[config.mk]
export PLATFORM = sky130hd
export DESIGN_NAME = mu0_arb_mux
export DESIGN_NICKNAME = d
export VERILOG_FILES = /design/src/rtl/mu0_mux_pkg.sv /design/src/rtl/mu0_rr_arbiter.sv /design/src/rtl/mu0_arb_mux.sv
export SDC_FILE = /design/constraint.sdc
export NUM_CORES = 1
export LEC_CHECK = 0
export CORE_ASPECT_RATIO = 0.7
export CORE_UTILIZATION = 30
export DETAILED_ROUTE_END_ITERATION = 8
export DONT_BUFFER_PORTS = 1
export MAX_ROUTING_LAYER = met4
export PLACE_DENSITY_LB_ADDON = 0.25
export SETUP_SLACK_MARGIN = 0.15
export SYNTH_ARGS = -nofsm -noshare
export SYNTH_HDL_FRONTEND = slang
export SYNTH_SLANG_ARGS = --single-unit
[constraint.sdc]
create_clock -name Clk -period 4.3 [get_ports Clk]
set_input_delay 1.29 -clock Clk [delete_from_list [all_inputs] [get_ports Clk]]
set_output_delay 1.29 -clock Clk [all_outputs]
set_load 0.05 [all_outputs]
[src/rtl/mu0_mux_pkg.sv]
// mu0_mux_pkg: shared arbitration types and the one-hot grant search function
package mu0_mux_pkg;

    typedef enum logic {MODE_FIXED, MODE_RR} arb_mode_t;
    typedef enum logic {EMPTY, FULL} out_state_t;

    // upper bound on channel count the shared grant function handles
    localparam int MAX_N = 32;

    // first requester at or after start, wrapping at n; zero if none request
    function automatic logic [MAX_N-1:0] rr_grant(input logic [MAX_N-1:0] req, input int n, input int start);
        logic [MAX_N-1:0] g;
        logic found;
        int idx;
        g = '0;
        found = 1'b0;
        for (int i = 0; i < MAX_N; i++) begin
            if (i < n) begin
                idx = start + i;
                if (idx >= n) idx = idx - n;
                if (!found && req[idx]) begin
                    g[idx] = 1'b1;
                    found = 1'b1;
                end
            end
        end
        return g;
    endfunction

endpackage

[src/rtl/mu0_rr_arbiter.sv]
// mu0_rr_arbiter: fixed-priority or round-robin grant with its own rotating pointer
module mu0_rr_arbiter
    import mu0_mux_pkg::*;
#(
    parameter int        N    = 4,
    parameter arb_mode_t MODE = MODE_RR,
    localparam int       CW   = (N > 1) ? $clog2(N) : 1
) (
    input  logic          Clk,
    input  logic          nReset,
    input  logic [N-1:0]  Req,
    input  logic          Advance,
    output logic [N-1:0]  Grant,
    output logic [CW-1:0] Grant_Idx
);

    logic [CW-1:0]    ptr;
    logic [MAX_N-1:0] g_all;

    // search from the pointer (or from 0 in fixed mode) and encode the winner
    always_comb begin
        g_all = rr_grant(MAX_N'(Req), N, (MODE == MODE_RR) ? int'(ptr) : 0);
        Grant = g_all[N-1:0];
        Grant_Idx = '0;
        for (int i = 0; i < MAX_N; i++)
            if (g_all[i]) Grant_Idx = CW'(i);
    end

    // move the pointer just past the channel that transferred
    always_ff @(posedge Clk or negedge nReset) begin
        if (!nReset) ptr <= '0;
        else if (Advance && MODE == MODE_RR) ptr <= (int'(Grant_Idx) == N - 1) ? '0 : Grant_Idx + 1'b1;
    end

endmodule

[src/rtl/mu0_arb_mux.sv]
// mu0_arb_mux: arbitrated N-channel valid/ready mux with a registered output stage
module mu0_arb_mux
    import mu0_mux_pkg::*;
#(
    parameter int        WIDTH = 12,
    parameter int        N     = 4,
    parameter arb_mode_t MODE  = MODE_RR,
    localparam int       CW    = (N > 1) ? $clog2(N) : 1
) (
    input  logic                 Clk,
    input  logic                 nReset,
    input  logic [N*WIDTH-1:0]   In_Data,
    input  logic [N-1:0]         In_Valid,
    output logic [N-1:0]         In_Ready,
    output logic [WIDTH-1:0]     Out_Data,
    output logic [CW-1:0]        Out_Chan,
    output logic                 Out_Valid,
    input  logic                 Out_Ready
);

    out_state_t    state;
    logic          accept;
    logic [N-1:0]  req;
    logic [N-1:0]  grant;
    logic [CW-1:0] grant_idx;

    // the output slot can take a word when empty or being drained this cycle;
    // holding reset kills requests so nothing is offered while flops are cleared
    assign accept   = (state == EMPTY) | Out_Ready;
    assign req      = In_Valid & {N{accept & nReset}};
    assign In_Ready = grant;
    assign Out_Valid = (state == FULL);

    mu0_rr_arbiter #(.N(N), .MODE(MODE)) u_arb (
        .Clk       (Clk),
        .nReset    (nReset),
        .Req       (req),
        .Advance   (|grant),
        .Grant     (grant),
        .Grant_Idx (grant_idx)
    );

    // output register: load on grant, empty on a drain without reload, hold otherwise
    always_ff @(posedge Clk or negedge nReset) begin
        if (!nReset) begin
            state    <= EMPTY;
            Out_Data <= '0;
            Out_Chan <= '0;
        end else if (|grant) begin
            state    <= FULL;
            Out_Data <= In_Data[grant_idx*WIDTH +: WIDTH];
            Out_Chan <= grant_idx;
        end else if (Out_Ready) begin
            state    <= EMPTY;
        end
    end

endmodule

# Word level (Yosys, flattened, before mapping)

Index checks and enable logic that the tools add are counted.

$add $sub $neg: 8
Bitwise operators: 7
Shift-type cells: 1
Multiplexer cells: 65
$mul: 1
Reductions and logical operators: 12
Order comparisons: 12
Equal/unequal tests: 1

Operators by type and width:

| kind                                                               | count |
|---|---|
| 2-to-1 mux 32 bit                                                  | 8 |
| greater-or-equal comparator 32 x 1 -> 1 bit, second input constant | 4 |
| less-than comparator 32 x 7 -> 1 bit, second input constant        | 4 |
| greater-or-equal comparator 32 x 4 -> 1 bit, second input constant | 3 |
| bitwise OR 32 bit                                                  | 3 |
| subtractor 32 x 4 -> 32 bit, second input constant                 | 3 |
| 2-to-1 mux 2 bit                                                   | 31 |
| indexed part select 48 x 7 -> 12 bit                               | 1 |
| binary-select mux 1 bit (select 5 bit)                             | 4 |
| demux 1 bit (select 5 bit)                                         | 4 |
| 2-to-1 mux 1 bit                                                   | 18 |
| logical AND 1 bit                                                  | 7 |
| adder 2 x 2 -> 3 bit, second input constant                        | 2 |
| bitwise AND 4 bit                                                  | 1 |
| multiplier 2 x 2 -> 4 bit, second input constant                   | 1 |
| OR reduction 4 bit                                                 | 1 |
| subtractor 2 x 3 -> 4 bit, second input constant                   | 1 |
| adder 2 x 1 -> 3 bit, second input constant                        | 1 |
| greater-or-equal comparator 2 x 3 -> 1 bit, second input constant  | 1 |
| zero test 1 bit                                                    | 3 |
| adder 2 x 1 -> 2 bit, second input constant                        | 1 |
| == test 2 x 1 -> 1 bit, second input constant                      | 1 |
| nonzero test 2 bit                                                 | 1 |
| bitwise AND 1 bit                                                  | 1 |
| other kinds (2)                                                    | 2 |

Flip-flop bits (word level): 17
Output and inout port bits: 19

# Depth between registers and ports, before layout

Gate-level depths: netlist of the first run.

Depth in word-level cells: 50
Mapped depth: 12

# By module

A second synthesis of the first run with hierarchy kept.

Cell total of the unflattened synthesis: 104
Area total of the unflattened synthesis: 1357.6 µm²

Modules (own cells, without submodules):

| module         | instances | area an instance (µm²) | cells an instance | seq. area each (µm²) |
|---|---|---|---|---|
| mu0_arb_mux    | 1         | 900.9                  | 52                | 375.4 |
| mu0_rr_arbiter | 1         | 456.7                  | 52                | 50.0 |

# Least setup slack after synthesis of the first run

No wires, ideal clock.

Path kind: input port to output port
Start: in In_Valid[2]
End: out In_Ready[3]
Path buffers: 2
Setup slack: -26 ps
Stages on the path: 6
Data arrival time: 3036 ps
Required time: 3010 ps
Path through: mux4_2 -> o31ai_1 -> a22oi_2 -> buf_4 -> buf_2 -> inv_1

Cells in the longest elaborated chain, start to end: 14
Elaborated cells between the ends (all ways): 29
Those cells by class: mux (19); bitwise (4); reduce/logical (6)

Ends and longest elaborated chain:

| item                                                 | RTL line          | text |
|---|---|---|
| start, declared                                      | mu0_arb_mux.sv:13 | `input logic [N-1:0] In_Valid,` |
| bitwise AND 4 bit (*)                                | mu0_arb_mux.sv:30 | `assign req = In_Valid & {N{accept & nReset}};` |
| binary-select mux 1 bit (select 5 bit)               | mu0_mux_pkg.sv:21 | `if (!found && req[idx]) begin` |
| 2-to-1 mux 1 bit (implied by the code) (2 in series) | mu0_mux_pkg.sv:21 |  |
| 2-to-1 mux 1 bit                                     | mu0_mux_pkg.sv:21 |  |
| zero test 1 bit                                      | mu0_mux_pkg.sv:21 |  |
| logical AND 1 bit                                    | mu0_mux_pkg.sv:21 |  |
| 2-to-1 mux 1 bit                                     | mu0_mux_pkg.sv:21 |  |
| zero test 1 bit                                      | mu0_mux_pkg.sv:21 |  |
| logical AND 1 bit                                    | mu0_mux_pkg.sv:21 |  |
| 2-to-1 mux 1 bit                                     | mu0_mux_pkg.sv:21 |  |
| zero test 1 bit                                      | mu0_mux_pkg.sv:21 |  |
| logical AND 1 bit                                    | mu0_mux_pkg.sv:21 |  |
| 2-to-1 mux 32 bit (*)                                | mu0_mux_pkg.sv:21 |  |
| end, declared                                        | mu0_arb_mux.sv:14 | `output logic [N-1:0] In_Ready,` |

Every way passes the cells marked *; elsewhere a longest branch is shown, timed or not. The select of a mux whose other input is x is not followed.

# Worst setup path after layout of the first run

Start: in In_Valid[2]
End: out In_Ready[0]

Same word-level chain as after synthesis.

==> flow_summary_export.csv, run 1 <==
group,metric,value,unit
status,status,"finished, final reports clean",
critical_path,critPathArrivalTime,2780,ps
cts,cts_resized,0,
logic_synthesis,ys_warn_count,0,
critical_path,rr_startpoint,"u_arb.ptr[0]",
timing,rsz0062_at_grt,"no",
drt,wl_per_cell,17.9,um
worst_hold_path,hold_path_startpoint,"u_arb.ptr[0]",
critical_path,endpoint_kind,"output pin",
pwr,internal-power,670,uW
pwr,power_density,940,mW/mm^2
timing,max_slew_margin,66.6,%
drt,drtIter0Drc,85,
final_layout,n_fill_cell,449,
floorplan,fp.dieH,60.7,um
critical_path,cp_max_fo,7,
global_routing,grt_pass1_wl,6.07,mm
drt,drtPass1Iterations,4,
cts,clk_latency,250,ps
final_layout,multi_input_area,958,um^2
logic_synthesis,syn-num-nets,212,
pwr,totalPowerFinal,1530,uW
logic_synthesis,synth_async_sr_flop_share,100,%
timing,skew,6.23,ps
global_routing,grt_max_degree,27,
timing,finalCritPeriodShare,94.6,%
worst_hold_path,hold_path.class,"flop to flop",
pwr,comb_power_share,55.9,%
timing,period_minus_slack,4070,ps
cts,clock-sinks,17,
placed_design,dp.cells,216,
cts,cts_made_buffers,3,
logic_synthesis,synth-main-ff-cell,"dfrtp_1",
drt,vias_per_cell,5.75,
floorplan,io_pins,74,
timing,holdWs,684,ps
critical_path,criticalPathCategory,"primary input to output pin",
logic_synthesis,synthTopCellsByArea,"dfrtp_1, ha_1, a31oi_1",
cts,cts_tree,"yes",
final_layout,syn_to_final_growth,10.5,%
cts,cts_setup_buffers,0,
floorplan,coreArea,0.00453,mm^2
drt,drc,0,
logic_synthesis,synth_edf_count,0,
pwr,p_switching,865,uW
timing,tns,0,ps
cts,cts_max_level,1,
final_layout,nets,218,
critical_path,cp-start-kind,"primary input",
logic_synthesis,synth_cell_type_count,46,
placed_design,gp_congestion,0.805,
critical_path,crit_path_start,"In_Valid[2]",
flow_run,max_cap_violations,0,
floorplan,start_util,32.6,%
cts,cts_hold_buf,0,
logic_synthesis,synth_top_area_cell,"dfrtp_1",
final_layout,drive_gt1_share,20.1,%
logic_synthesis,syn_area,0.00148,mm^2
global_routing,grt-ovfl-total,0,
critical_path,cp_data_required_time,3010,ps
pwr,ir_worst_vdd,0.295,mV
drt,detail-route-antenna-nets,0,
final_layout,fin_cells,220,
drt,routed-via-count,1265,
logic_synthesis,syn_inst,149,
logic_synthesis,netlist.area_leader.share,28.8,%
timing,worst_pin_slew,501,ps
global_routing,antenna_found_initial,0,
global_routing,grt_pass1_vias,1236,
final_layout,antenna_cells,0,
final_layout,fin_util,36.0,%
pwr,leakage,0.000676,uW
pwr,switching_share,56.4,%
timing,maxSlewViolCount,0,
cts,clk_pin_slew,70,ps
logic_synthesis,synth-seq-cells,17,
timing,setup_viol_count_final,0,
pwr,power.share.sequential,36.2,%
global_routing,grt_usage,15.7,%
pwr,power_frac_clock,7.9,%
drt,wirelength,3.94,mm
timing,finalHoldViolCount,0,
placed_design,port_buffers,0,
floorplan,die_w,85.9,um
floorplan,fp-row-count,20,
logic_synthesis,syn_area_per_cell,9.92,um^2
timing,fmaxAchievable,246,MHz
cts,cts-root-buf,"clkbuf_8",
placed_design,hpwl,3.09,mm
logic_synthesis,yosysSeqAreaShare,28.8,%
cts,clockBufferDepth,2,
floorplan,die_area,0.00521,mm^2
final_layout,regArea,425,um^2
worst paths after layout:
path | to | slack [ps] | cells past startpoint
hold / removal | u_arb.ptr[0] | 680 | 2
min in group asynchronous | Out_Data[1] | 720 | 0
max in group asynchronous | Out_Data[0] | 3500 | 0
setup / recovery | In_Ready[0] | 230 | 5
setup reg to reg | Out_Chan[0] | 1220 | 10
hold reg to reg | u_arb.ptr[0] | 680 | 2
logic make-up (layout without fill, tap and decap cells):
kind of cell | count (synthesis) | after routing | synth area share, %
buf+inv | 21 | 26 | 6.61
compound gates | 58 | 58 | 32.8
simple gates | 35 | 35 | 16.1
mux | 10 | 10 | 8.97
flops | 17 | 17 | 28.8
fa+ha+maj | 8 | 8 | 6.77
Yosys cell counts (2+ instances only):
library cell	n
mux2i_1	2
a21o_1	2
inv_1	11
o211a_1	4
a21oi_1	5
mux2_1	5
nand2_1	5
inv_2	2
nand3_1	3
nand3b_1	3
a211oi_1	2
nor2b_1	6
and2b_1	3
a2bb2oi_1	8
a22oi_2	2
o221ai_1	8
mux4_2	2
a211o_1	4
nor2_1	6
buf_2	6
ha_1	8
a31oi_1	12
dfrtp_1	17
per-stage QoR:
stage,worst slack (ps),area [um^2]
4_1_cts,225,1630
3_5_place_dp,234,1590
3_3_place_gp,253,1590
5_1_grt,159,1630
6_report,232,1630
2_1_floorplan,66.4,1500
critical path, stage by stage:
cell and delay [ps]:
mux4_2 540, or2_4 300, nor4b_2 240, a211oi_2 120, inv_2 280
placed cells by master (no fill, tap or decap), types with 3 or more instances in the layout:
cell       Yosys  layout
dfrtp_1       17      17
a31oi_1       12      12
inv_1         11      10
buf_4          1       9
o221ai_1       8       8
a2bb2oi_1      8       8
ha_1           8       8
nor2_1         6       6
nor2b_1        6       6
mux2_1         5       5
nand2_1        5       5
a21oi_1        5       4
a211o_1        4       4
o211a_1        4       4
nand3b_1       3       3
nand3_1        3       3
and2b_1        3       3
clkbuf_8       0       3
power by group through the flow:
stage	Clock (uW)	Sequential (uW)	Combinational (uW)
global placement	0	561	829
CTS	128	557	859
finish	121	555	858
floorplan	0	554	691
global route	135	565	937
detailed placement	0	560	858
state kept, by name, indices dropped and copies added (netlist names):
signal / count
Out_Chan: 2
Out_Data: 12
Out_Valid: 1
u_arb.ptr: 2
layer usage:
| layer | vias up | wire [um] | track usage [%] |
|---|---|---|---|
| met1 | 619 | 1650 | 18.8 |
| li1 | 594 | - | - |
| met3 | 2 | 302 | 4.90 |
| met4 | 0 | 13 | 2.38 |
| met2 | 50 | 1970 | 26.8 |
| met5 | - | 0 | - |
layout make-up:
type | count | share of cell area, %
flip-flops and latches | 17 | 26.1
multi-input cells | 111 | 58.7
well taps | 66 | 5.06
clock inverters | 1 | 0.307
repair buffers | 9 | 4.14
inverters | 13 | 3.22
clock buffers | 3 | 2.53
No activity file was read; power rests on OpenSTA's default activity.
==> run 2: changes to the inputs <==
--- a/config.mk
+++ b/config.mk
@@ -11,7 +11,7 @@
 export DONT_BUFFER_PORTS = 1
 export MAX_ROUTING_LAYER = met4
 export PLACE_DENSITY_LB_ADDON = 0.25
-export SETUP_SLACK_MARGIN = 0.15
+export SETUP_SLACK_MARGIN = 0.05
 export SYNTH_ARGS = -nofsm -noshare
 export SYNTH_HDL_FRONTEND = slang
 export SYNTH_SLANG_ARGS = --single-unit
==> run 2 against run 1 <==
  * Clock power barely moved
  * Total power about the same
  * Final area fell by 0.23%
  * Wire length up 2.0%
  * Core utilization shrank 0.083 points
  * Clock skew rose by 2.7 ps
  * Via count up 3.6%
  * Count of clock-buffer cells in the layout is the same
  * Sequential share of layout area is 0.060 points higher
  * Global-route usage rose by 0.62 points
  * Register-to-register slack got worse by 50 ps
  * Critical path type unchanged
==> flow_summary_export.csv, run 2 (synthesized netlist as in run 1, its figures left out) <==
group,metric,value,unit
status,status,"finished, final reports clean",
final_layout,fin_cells,220,
critical_path,cp-start-kind,"primary input",
cts,clk_latency,260,ps
pwr,power.share.sequential,36.2,%
final_layout,antenna_cells,0,
drt,wirelength,4.02,mm
critical_path,rr_startpoint,"u_arb.ptr[0]",
timing,holdWs,676,ps
drt,drtPass1Iterations,4,
timing,period_minus_slack,4120,ps
worst_hold_path,whs_path_depth,2,
final_layout,drive_gt1_share,19.5,%
cts,cts_resized,0,
cts,cts_setup_buffers,0,
timing,worst_pin_slew,497,ps
pwr,leakage,0.000676,uW
pwr,comb_power_share,55.9,%
timing,max_slew_margin,66.8,%
timing,tns,0,ps
final_layout,largest_register,"Out_Data",
cts,clock-sinks,17,
final_layout,largest_register_ffs,12,
placed_design,dp.cells,216,
drt,vias_per_cell,5.96,
drt,wl_per_cell,18.3,um
timing,finalHoldViolCount,0,
final_layout,nets,218,
critical_path,endpoint_kind,"output pin",
pwr,power_frac_clock,7.9,%
critical_path,crit_path_start,"In_Valid[3]",
critical_path,critPathArrivalTime,2830,ps
timing,rsz0062_at_grt,"no",
global_routing,grt_usage,16.3,%
floorplan,fp-row-count,20,
final_layout,syn_to_final_growth,10.2,%
global_routing,grt_pass1_wl,6.34,mm
global_routing,antenna_found_initial,0,
worst_hold_path,hold_path.class,"flop to flop",
critical_path,criticalPathCategory,"primary input to output pin",
pwr,power_density,942,mW/mm^2
critical_path,cp_slowest_stage_delay,550,ps
pwr,switching_share,56.4,%
floorplan,die_w,85.9,um
drt,routed-via-count,1311,
cts,cts_made_buffers,3,
timing,skew,8.91,ps
critical_path,rr_worst_depth,10,
placed_design,hpwl,3.10,mm
worst_hold_path,holdPathEnd,"u_arb.ptr[0]",
floorplan,die_area,0.00521,mm^2
flow_run,max_cap_violations,0,
timing,finalCritPeriodShare,95.8,%
cts,cts_max_level,1,
timing,maxSlewViolCount,0,
floorplan,coreArea,0.00453,mm^2
pwr,p_switching,866,uW
pwr,ir_worst_vdd,0.387,mV
drt,detail-route-antenna-nets,0,
final_layout,final_common_cell,"dfrtp_1",
floorplan,io_pins,74,
cts,clockBufferDepth,2,
critical_path,r2r-end,"Out_Data[2]",
global_routing,grt_max_degree,27,
global_routing,grt-ovfl-total,0,
floorplan,fp.dieH,60.7,um
final_layout,n_fill_cell,475,
pwr,internal-power,669,uW
critical_path,worst-r2r-setup-slack,1170,ps
critical_path,crit_slowest_cell,"mux4_2",
drt,drtIter0Drc,117,
final_layout,mostFrequentLayoutCells,"dfrtp_1, a31oi_1, inv_1",
critical_path,cp_data_required_time,3010,ps
worst_hold_path,hold_path_startpoint,"u_arb.ptr[0]",
cts,cts_hold_buf,0,
pwr,totalPowerFinal,1530,uW
critical_path,crit_path_cell_trace,"mux4_2 > a21oi_1 > o31ai_1 > a22oi_2 > clkinvlp_4 > buf_4",
placed_design,gp_congestion,0.766,
placed_design,port_buffers,0,
timing,fmaxAchievable,243,MHz
drt,drc,0,
cts,cts_tree,"yes",
critical_path,cp_max_fo,9,
timing,setup_viol_count_final,0,
final_layout,top_regs,"Out_Data x12, Out_Chan x2, u_arb.ptr x2",
cts,clk_pin_slew,70,ps
global_routing,grt_pass1_vias,1254,
cts,cts-root-buf,"clkbuf_8",
floorplan,start_util,32.6,%
run 2: worst max path at each step:
stage                              to  cells after the start
after floorplan           In_Ready[3]                      7
after global placement    In_Ready[0]                      5
after detailed placement  In_Ready[0]                      5
after CTS                 In_Ready[0]                      5
after global routing      In_Ready[0]                      5
final                     In_Ready[3]                      6
run 2: power groups by stage:
stage                     clock network, uW  registers, uW  logic [uW]
after floorplan                           0            554         685
after global placement                    0            560         831
after detailed placement                  0            559         857
after CTS                               127            557         858
after global routing                    135            564         939
final                                   121            555         858
run 2: area by class of cell:
type                            instances  area, um^2  area share, %
Clock buffer                            3        41.3           2.53
Timing Repair Buffer                    9        67.6           4.15
Sequential cell                        17         425           26.1
Multi-Input combinational cell        111         955           58.6
Tap cell                               66        82.6           5.07
Clock inverter                          1        5.00          0.307
Inverter                               13        52.6           3.23
run 2: through the flow:
step           worst slack (ps)  util, %  area (um^2)
2_1_floorplan              57.9        -         1490
3_3_place_gp                255     34.9         1580
3_5_place_dp                203     34.9         1580
4_1_cts                     198     36.0         1630
5_1_grt                     102     36.0         1630
6_report                    182     36.0         1630
run 2: per-layer routing:
layer / vias up / GRT usage [%] / wire length (um)
met5: - / - / 0
met4: 0 / 4.76 / 37
met3: 6 / 3.81 / 278
met2: 66 / 26.2 / 1900
met1: 647 / 20.7 / 1800
li1: 592 / - / -
run 2: worst max-delay path: cells and delay by family:
family                 cells  cell delay (ps)
buffers and inverters      2              340
AOI/OAI and AO/OA          3              650
muxes                      1              550
==> run 3: changes to the inputs <==
==> constraint.sdc (replaced) <==
create_clock -name Clk -period 3.5 [get_ports Clk]
set_input_delay 1.05 -clock Clk [delete_from_list [all_inputs] [get_ports Clk]]
set_output_delay 1.05 -clock Clk [all_outputs]
set_load 0.05 [all_outputs]
==> run 3 against run 2 <==
  * The run now ends with negative setup slack left
  * Wire length up 6.3%
  * Cell count up 4.1%
  * Core utilization up 2.7 points
  * Critical path type unchanged
==> flow_summary_export.csv, run 3 (synthesized netlist as in run 1, its figures left out) <==
group,metric,value,unit
critical_path,criticalPathCategory,"primary input to output pin",
pwr,leakage,0.000726,uW
pwr,power.share.sequential,33.8,%
cts,clk_pin_slew,70,ps
global_routing,grt_max_degree,27,
pwr,power_density,1150,mW/mm^2
worst_hold_path,hold_path.class,"primary input to async pin",
drt,detail-route-antenna-nets,0,
cts,cts_hold_buf,0,
cts,cts_max_level,1,
global_routing,grt_pass1_vias,1351,
drt,wirelength,4.28,mm
drt,drc,0,
critical_path,endpoint_kind,"output pin",
floorplan,die_w,85.9,um
critical_path,cp-start-kind,"primary input",
global_routing,grt_pass1_wl,6.67,mm
cts,clockBufferDepth,2,
critical_path,cp_data_required_time,2450,ps
final_layout,top_regs,"Out_Data x12, Out_Chan x2, u_arb.ptr x2",
final_layout,nets,227,
pwr,switching_share,55.0,%
flow_run,max_cap_violations,0,
timing,max_slew_margin,67.7,%
timing,setup_viol_count_final,1,
cts,clk_latency,260,ps
placed_design,gp_congestion,0.887,
final_layout,final_common_cell,"dfrtp_1",
timing,finalCritPeriodShare,100,%
global_routing,grt_usage,17.5,%
cts,cts_made_buffers,3,
timing,finalHoldViolCount,0,
final_layout,fin_util,38.7,%
final_layout,mostFrequentLayoutCells,"dfrtp_1, buf_4, a31oi_1",
cts,clock-sinks,17,
timing,skew,8.81,ps
critical_path,critPathArrivalTime,2460,ps
pwr,comb_power_share,58.7,%
drt,vias_per_cell,5.87,
final_layout,largest_register,"Out_Data",
final_layout,antenna_cells,0,
floorplan,die_area,0.00521,mm^2
cts,cts-root-buf,"clkbuf_8",
timing,worst_slack,-11.6,ps
timing,rsz0062_at_grt,"yes",
pwr,ir_worst_vdd,0.395,mV
status,status,"finished, violations left",
floorplan,io_pins,74,
critical_path,cp_max_fo,7,
placed_design,port_buffers,0,
pwr,totalPowerFinal,2020,uW
final_layout,syn_to_final_growth,18.5,%
placed_design,dp_slack,-37.1,ps
drt,wl_per_cell,18.7,um
final_layout,drive_gt1_share,26.4,%
drt,drtIter0Drc,109,
pwr,internal-power,910,uW
cts,cts_tree,"yes",
pwr,p_switching,1110,uW
global_routing,grt-ovfl-total,0,
global_routing,antenna_found_initial,0,
floorplan,fp-row-count,20,
floorplan,start_util,32.6,%
placed_design,hpwl,3.19,mm
timing,maxSlewViolCount,0,
final_layout,largest_register_ffs,12,
pwr,power_frac_clock,7.5,%
timing,fmaxAchievable,285,MHz
floorplan,fp.dieH,60.7,um
timing,worst_pin_slew,480,ps
drt,drtPass1Iterations,4,
floorplan,coreArea,0.00453,mm^2
timing,period_minus_slack,3510,ps
status,violations,"negative setup slack",
drt,routed-via-count,1344,
==> run 3: final timing paths <==
| check | startpoint | endpoint | slack (ps) | depth (start not counted) |
|---|---|---|---|---|
| worst min-delay path | nReset | Out_Data[11] | 480 | 0 |
| worst min register to register | u_arb.ptr[0] | u_arb.ptr[0] | 750 | 3 |
| worst max register to register | u_arb.ptr[1] | Out_Data[2] | 520 | 10 |
| worst max-delay path | In_Valid[2] | In_Ready[2] | -10 | 5 |
| min in group Clk | u_arb.ptr[0] | u_arb.ptr[0] | 750 | 3 |
| max in group asynchronous | nReset | Out_Data[0] | 2940 | 0 |
==> run 3: critical path: stages <==
cell and delay (ps):
mux4_2 550, a21o_1 210, a221oi_2 300, a21o_1 190
buf_12 150
==> run 3: what timing repair did <==
| action | CTS | global route |
|---|---|---|
| setup buffers | 1 | 4 |
| hold endpoints to repair | 0 | 0 |
| endpoints found under the setup margin | 4 | 4 |
| resized for setup | 5 | 2 |
| pin swaps | 2 | 1 |
==> run 3: metal layers <==
metal | up-vias | wire (um) | share of wire, % | track usage (%)
li1 | 611 | - | - | -
met1 | 651 | 1840 | 43 | 22.0
met2 | 64 | 2020 | 47 | 27.7
met3 | 18 | 285 | 6.7 | 3.95
met4 | 0 | 126 | 2.9 | 7.14
met5 | - | 0 | 0 | -
==> run 3: power groups by stage <==
stage | clock (uW) | sequential [uW] | combinational, uW
2_1_floorplan | 0 | 681 | 868
3_3_place_gp | 0 | 687 | 1070
3_5_place_dp | 0 | 687 | 1100
4_1_cts | 153 | 685 | 1140
5_1_grt | 167 | 696 | 1300
6_report | 151 | 683 | 1190
==> run 3: final cells by class <==
class | instances | area [um^2]
flip-flops and latches | 17 | 425
fillers | 430 | 2780
repair buffers | 18 | 151
multi-input cells | 111 | 990
inverters | 13 | 57.6
well taps | 66 | 82.6
clock buffers | 4 | 45.0
==> run 3: metrics by stage <==
stage	hold slack, ps	cells	area (um^2)	setup TNS [ps]
floorplan	703	149	1520	-259
global placement	695	220	1630	-2.42
detailed placement	693	220	1630	-71.0
CTS	479	225	1720	0
global route	464	229	1750	-130
finish	480	229	1750	-11.6
